--- config.mk ---
export PLATFORM = sky130hd
export DESIGN_NAME = game_mode_selector_flat
export DESIGN_NICKNAME = d
export VERILOG_FILES = /design/src/rtl/game_mode_selector_if.sv /design/src/rtl/game_mode_selector.sv /design/src/flat_wrapper.sv
export SDC_FILE = /design/constraint.sdc
export NUM_CORES = 1
export LEC_CHECK = 0
export BUFFER_PORTS_ARGS = -buffer_cell sky130_fd_sc_hd__buf_2
export CORE_MARGIN = 3
export CORE_UTILIZATION = 35
export DETAILED_ROUTE_END_ITERATION = 10
export GPL_ROUTABILITY_DRIVEN = 0
export SYNTH_ARGS = -nofsm -noshare
export SYNTH_HDL_FRONTEND = slang
export SYNTH_SLANG_ARGS = --single-unit
--- constraint.sdc ---
create_clock -name clk -period 3 [get_ports clk]
set_input_delay 0.45 -clock clk [delete_from_list [all_inputs] [get_ports clk]]
set_output_delay 0.45 -clock clk [all_outputs]
set_load 0.1 [all_outputs]
--- src/rtl/game_mode_selector_if.sv ---
// Menu controller bus: player keys and frame/game strobes in, mode and screen flags out.
// The master side (the board or a bench) drives the keys. The slave side is the menu controller.
interface game_mode_selector_if;
   logic key_up;
   logic key_down;
   logic key_enter;
   logic startOfFrame;
   logic game_over;
   logic mode_sel;
   logic menu_active;
   logic controls_active;
   logic playing;
   logic start_pulse;
   logic highlight_on;

   modport master (
      output key_up, key_down, key_enter, startOfFrame, game_over,
      input  mode_sel, menu_active, controls_active, playing, start_pulse, highlight_on
   );

   modport slave (
      input  key_up, key_down, key_enter, startOfFrame, game_over,
      output mode_sel, menu_active, controls_active, playing, start_pulse, highlight_on
   );
endinterface

--- src/rtl/game_mode_selector.sv ---
// Front-end menu controller.
// It debounces the up/down/enter keys and owns the 1P/2P mode selection.
// It sequences MENU -> CONTROLS -> PLAYING -> MENU.
// It also produces a frame-paced blinking cursor highlight for the menu drawer.
module game_mode_selector #(
   parameter int unsigned DEBOUNCE_CYCLES = 500000,
   parameter int unsigned BLINK_FRAMES    = 30
) (
   input logic           clk,
   input logic           reset,
   game_mode_selector_if.slave bus
);

   // Key indices into the per-key debounce vectors
   localparam int unsigned K_UP  = 0;
   localparam int unsigned K_DN  = 1;
   localparam int unsigned K_EN  = 2;
   localparam int unsigned NKEYS = 3;

   localparam int unsigned CW = $clog2(DEBOUNCE_CYCLES + 1);
   localparam int unsigned BW = $clog2(BLINK_FRAMES + 1);
   localparam logic [CW-1:0] DB_LAST    = CW'(DEBOUNCE_CYCLES - 1);
   localparam logic [BW-1:0] BLINK_LAST = BW'(BLINK_FRAMES - 1);

   typedef enum logic [1:0] {
      S_MENU     = 2'd0,
      S_CONTROLS = 2'd1,
      S_PLAYING  = 2'd2
   } state_t;

   // ---------------------------------------------------------------
   // Debounce
   // ---------------------------------------------------------------
   logic [NKEYS-1:0] raw;
   logic [NKEYS-1:0] db_lvl_q, db_lvl_d;
   logic [CW-1:0]    db_cnt_q [NKEYS];
   logic [CW-1:0]    db_cnt_d [NKEYS];
   logic [NKEYS-1:0] key_evt;

   assign raw = {bus.key_enter, bus.key_down, bus.key_up};

   // Per-key stability counter. The event fires in the same cycle the level flips 0->1,
   // so the FSM reacts on the edge that commits the new debounced level.
   always_comb begin
      db_lvl_d = db_lvl_q;
      key_evt  = '0;
      for (int unsigned k = 0; k < NKEYS; k++) begin
         db_cnt_d[k] = '0;
         if (raw[k] != db_lvl_q[k]) begin
            if (db_cnt_q[k] == DB_LAST) begin
               db_lvl_d[k] = raw[k];
               key_evt[k]  = raw[k];
            end else begin
               db_cnt_d[k] = db_cnt_q[k] + 1'b1;
            end
         end
      end
   end

   // Debounce state registers
   always_ff @(posedge clk) begin
      if (reset) begin
         db_lvl_q <= '0;
         for (int unsigned k = 0; k < NKEYS; k++) begin
            db_cnt_q[k] <= '0;
         end
      end else begin
         db_lvl_q <= db_lvl_d;
         for (int unsigned k = 0; k < NKEYS; k++) begin
            db_cnt_q[k] <= db_cnt_d[k];
         end
      end
   end

   logic ev_up, ev_dn, ev_en;
   assign ev_up = key_evt[K_UP];
   assign ev_dn = key_evt[K_DN];
   assign ev_en = key_evt[K_EN];

   // ---------------------------------------------------------------
   // Menu FSM
   // ---------------------------------------------------------------
   state_t state_q, state_d;
   logic   mode_sel_q, mode_sel_d;
   logic   start_pulse_q, start_pulse_d;
   logic   menu_active_q, controls_active_q, playing_q;

   // Next state and mode selection.
   // In MENU, enter wins over up/down, and simultaneous up+down cancel out.
   always_comb begin
      state_d       = state_q;
      mode_sel_d    = mode_sel_q;
      start_pulse_d = 1'b0;
      case (state_q)
         S_MENU: begin
            if (ev_en) begin
               state_d = S_CONTROLS;
            end else if (ev_up && !ev_dn) begin
               mode_sel_d = 1'b0;
            end else if (ev_dn && !ev_up) begin
               mode_sel_d = 1'b1;
            end
         end
         S_CONTROLS: begin
            if (ev_en) begin
               state_d       = S_PLAYING;
               start_pulse_d = 1'b1;
            end
         end
         S_PLAYING: begin
            if (bus.game_over) begin
               state_d = S_MENU;
            end
         end
         default: begin
            state_d = S_MENU;
         end
      endcase
   end

   // State, mode and flag registers. The flags are decoded from the next state,
   // so each flag register always matches the state register.
   always_ff @(posedge clk) begin
      if (reset) begin
         state_q           <= S_MENU;
         mode_sel_q        <= 1'b0;
         start_pulse_q     <= 1'b0;
         menu_active_q     <= 1'b1;
         controls_active_q <= 1'b0;
         playing_q         <= 1'b0;
      end else begin
         state_q           <= state_d;
         mode_sel_q        <= mode_sel_d;
         start_pulse_q     <= start_pulse_d;
         menu_active_q     <= (state_d == S_MENU);
         controls_active_q <= (state_d == S_CONTROLS);
         playing_q         <= (state_d == S_PLAYING);
      end
   end

   // ---------------------------------------------------------------
   // Cursor blink
   // ---------------------------------------------------------------
   logic [BW-1:0] blink_cnt_q, blink_cnt_d;
   logic          highlight_q, highlight_d;

   // Count frames only while staying in MENU.
   // Entering MENU or being outside it restarts the blink phase with the highlight lit.
   always_comb begin
      blink_cnt_d = '0;
      highlight_d = 1'b1;
      if (state_q == S_MENU && state_d == S_MENU) begin
         blink_cnt_d = blink_cnt_q;
         highlight_d = highlight_q;
         if (bus.startOfFrame) begin
            if (blink_cnt_q == BLINK_LAST) begin
               blink_cnt_d = '0;
               highlight_d = ~highlight_q;
            end else begin
               blink_cnt_d = blink_cnt_q + 1'b1;
            end
         end
      end
   end

   // Blink registers
   always_ff @(posedge clk) begin
      if (reset) begin
         blink_cnt_q <= '0;
         highlight_q <= 1'b1;
      end else begin
         blink_cnt_q <= blink_cnt_d;
         highlight_q <= highlight_d;
      end
   end

   assign bus.mode_sel        = mode_sel_q;
   assign bus.menu_active     = menu_active_q;
   assign bus.controls_active = controls_active_q;
   assign bus.playing         = playing_q;
   assign bus.start_pulse     = start_pulse_q;
   assign bus.highlight_on    = highlight_q;

endmodule
--- src/flat_wrapper.sv ---
// flat-port wrapper written by rule: the top's interface ports become plain ports
module game_mode_selector_flat 
#(
   parameter int unsigned DEBOUNCE_CYCLES = 500000,
   parameter int unsigned BLINK_FRAMES    = 30
)
  (clk, reset, bus_key_up, bus_key_down, bus_key_enter, bus_startOfFrame, bus_game_over, bus_mode_sel, bus_menu_active, bus_controls_active, bus_playing, bus_start_pulse, bus_highlight_on);
  game_mode_selector_if bus_i ();
  input logic clk;
  input logic reset;
  input wire logic [$bits(bus_i.key_up)-1:0] bus_key_up;
  input wire logic [$bits(bus_i.key_down)-1:0] bus_key_down;
  input wire logic [$bits(bus_i.key_enter)-1:0] bus_key_enter;
  input wire logic [$bits(bus_i.startOfFrame)-1:0] bus_startOfFrame;
  input wire logic [$bits(bus_i.game_over)-1:0] bus_game_over;
  output wire logic [$bits(bus_i.mode_sel)-1:0] bus_mode_sel;
  output wire logic [$bits(bus_i.menu_active)-1:0] bus_menu_active;
  output wire logic [$bits(bus_i.controls_active)-1:0] bus_controls_active;
  output wire logic [$bits(bus_i.playing)-1:0] bus_playing;
  output wire logic [$bits(bus_i.start_pulse)-1:0] bus_start_pulse;
  output wire logic [$bits(bus_i.highlight_on)-1:0] bus_highlight_on;
  assign bus_i.key_up = bus_key_up;
  assign bus_i.key_down = bus_key_down;
  assign bus_i.key_enter = bus_key_enter;
  assign bus_i.startOfFrame = bus_startOfFrame;
  assign bus_i.game_over = bus_game_over;
  assign bus_mode_sel = bus_i.mode_sel;
  assign bus_menu_active = bus_i.menu_active;
  assign bus_controls_active = bus_i.controls_active;
  assign bus_playing = bus_i.playing;
  assign bus_start_pulse = bus_i.start_pulse;
  assign bus_highlight_on = bus_i.highlight_on;
  game_mode_selector #(.DEBOUNCE_CYCLES(DEBOUNCE_CYCLES), .BLINK_FRAMES(BLINK_FRAMES)) u_core (.clk(clk), .reset(reset), .bus(bus_i));
endmodule
==> results.json <==
{
  "cp_data_required_time_ns": 3.27,
  "p_per_area_nw_per_um2": 493,
  "dp_cells": 517,
  "area_growth_pct": 11.5,
  "yosys_most_used_dff": "dfxtp_1",
  "grt_pass1_vias": 2482,
  "drc": 0,
  "ir_drop_mv": 0.228,
  "hp-class": "in -> reg",
  "synth_edf_count": 0,
  "cts_made_buffers": 9,
  "fmax_ghz": 0.386,
  "die-area_um2": 10900,
  "num-fill-cells": 953,
  "antenna_found_initial": 0,
  "placementRows": 35,
  "cts_resized": 0,
  "grt_use_met1": 0.160,
  "port_buffers": 12,
  "syn_area_um2": 3390,
  "rsz0062_at_grt": "no",
  "drv_cap": 0,
  "whs_ns": 0.384,
  "grtUsageTotal": 0.123,
  "synth_seq_cells": 73,
  "arrival_ns": 2.86,
  "synth_nets": 398,
  "initial_core_util": 0.364,
  "min_period_over_period": 0.865,
  "report.final.slew_viol_count": 0,
  "grt_pass1_wl_um": 11200,
  "cts_setup_buffers": 0,
  "cp-end-kind": "flip-flop",
  "syn_avg_cell_area_um2": 8.81,
  "relSlewSlack": 0.469,
  "synth_seq_area_share": 0.431,
  "hold_viol": 0,
  "root_buffer": "clkbuf_8",
  "grt_max_degree": 20,
  "setup_violations": 0,
  "multi_input_area_um2": 1820,
  "wl_um": 6370,
  "synthesis.instances": 385,
  "period_minus_slack_ns": 2.59,
  "cts_tree": "yes",
  "synth_cell_types": 44,
  "power_leakage_nw": 1.19,
  "busiest_layer": "met2",
  "seq_area_um2": 1460,
  "vias": 2712,
  "postCtsHoldBufs": 0,
  "grt_util_met2": 0.195,
  "use_met3": 0.0372,
  "fin_setup_tns_ns": 0,
  "wl_per_cell_um": 11.9,
  "final_common_cell": "dfxtp_1",
  "clkSlewWorstSetupHoldPaths_ns": 0.09,
  "nNetsFinal": 412,
  "vias_per_cell": 5.09,
  "core_area_um2": 9330,
  "critPathMaxFanout": 4,
  "die_w_um": 104,
  "cp_num_buf_inv": 0,
  "boundaryPins": 13,
  "status": "finished clean",
  "place_worst_setup_slack_ns": 0.424,
  "cts_buffer_depth": 2,
  "final_cell_mix": "73 x dfxtp_1, 43 x nor2_1, 23 x nand3_1",
  "cp_slowest_cell": "or4b_1",
  "antenna_cells": 0,
  "drive_gt1_frac": 0.119,
  "cpPeakStageDelay_ns": 0.54,
  "crit_path_start_kind": "flip-flop",
  "h-tree-depth": 3,
  "crit_family": "simple AND/OR/NAND/NOR gates",
  "skew_ns": 0.0166,
  "yosys_warnings": 0,
  "first_iter_violations": 120,
  "path_cells": "or4b_1 > or3_1 > or4_1 > ha_1 > nor3_1 > o21ai_0 > a211oi_1",
  "post-dp-hpwl_um": 4500,
  "worstMarginPinSlew_ns": 0.797,
  "criticalPathCategory": "reg -> reg",
  "worstSkewPairLatency_ns": 0.35,
  "layout_setup_ws_ns": 0.406,
  "ant_nets": 0,
  "grt_overflow": 0,
  "finalNonFillerCells": 533,
  "async_flop_share": 0,
  "cts.sinks": 73,
  "dieHeight_um": 104,
  "dr.pass1.iters": 4
}
report_power, final:
group,internal (mW),leakage (nW),switching [mW]
Clock,0.468,0.109,0.369
Combinational,0.0166,0.491,0.0298
Sequential,0.974,0.589,0.00568
Yosys cell counts, drive strengths merged, types with 3 or more instances:
cell type	instances	share of area
dfxtp	73	0.43
nor2	53	0.066
nand3	23	0.034
xnor2	22	0.057
a21oi	21	0.031
nand2	19	0.021
nand4	18	0.033
xor2	18	0.046
inv	17	0.019
o21ai	15	0.023
or3	14	0.026
nor3	7	0.010
o31ai	7	0.015
or4	7	0.015
and4	6	0.015
clkbuf	6	0.0066
ha	6	0.022
nor4	6	0.011
and3	5	0.0092
nand2b	5	0.0092
nor4b	5	0.013
o21a	4	0.0089
or4b	4	0.013
a31o	3	0.0077
buf	3	0.0085
nor2b	3	0.0055
cells by family after synthesis:
logic type,Yosys count,synth area share
AO/OA/AOI/OAI,56,0.106
XOR/XNOR,40,0.103
adder cells (fa/ha/maj),6,0.0221
buffers and inverters,26,0.0339
flip-flops,73,0.431
multiplexers,1,0.00332
AND/OR/NAND/NOR,183,0.301
worst reg2reg max path, cell delays in order (launching register included):
cell      delay [ns]
dfxtp_1         0.34
or4b_1          0.54
or3_1           0.31
or4_1           0.48
ha_1            0.31
nor3_1          0.19
o21ai_0         0.12
a211oi_1        0.22
through the flow:
stage	power, mW	instance area (µm²)	util
final	1.86	3780	0.405
after global placement	1.05	3560	0.382
after detailed placement	1.05	3560	0.382
after global routing	1.94	3780	0.405
after CTS	1.89	3780	0.405
after floorplan	1.04	3390	-
routing by layer:
layer,part of all wire,up-vias
li1,-,1399
met1,0.50,1288
met2,0.47,20
met3,0.021,5
met4,0.0074,0
met5,0,-
area by class of cell:
type	instances	area share
inverter	17	0.0169
sequential	73	0.386
timing repair buffer	12	0.0159
tap	129	0.0427
multi-input combinational	286	0.480
clock inverter	7	0.0251
clock buffer	9	0.0328
state kept, by name, indices dropped and copies added (netlist names):
| signal | count |
|---|---|
| u_core.db_lvl_q | 3 |
| u_core.bus.controls_active | 1 |
| u_core.bus.playing | 1 |
| u_core.db_cnt_q | 57 |
| u_core.state_q | 2 |
| u_core.bus.mode_sel | 1 |
| u_core.bus.highlight_on | 1 |
| u_core.bus.menu_active | 1 |
| u_core.blink_cnt_q | 5 |
| u_core.bus.start_pulse | 1 |
worst paths after layout:
path                                        startpoint                endpoint  slack [ns]  cells past startpoint
worst min register to register  u_core.db_cnt_q[0][38]  u_core.db_cnt_q[0][38]        0.45                      1
worst max register to register  u_core.db_cnt_q[0][29]     u_core.bus.mode_sel        0.41                      7
worst min-delay path                        bus_key_up      u_core.db_lvl_q[0]        0.38                      3
worst max-delay path            u_core.db_cnt_q[0][29]     u_core.bus.mode_sel        0.41                      7
(Power assumes the default switching activity.)
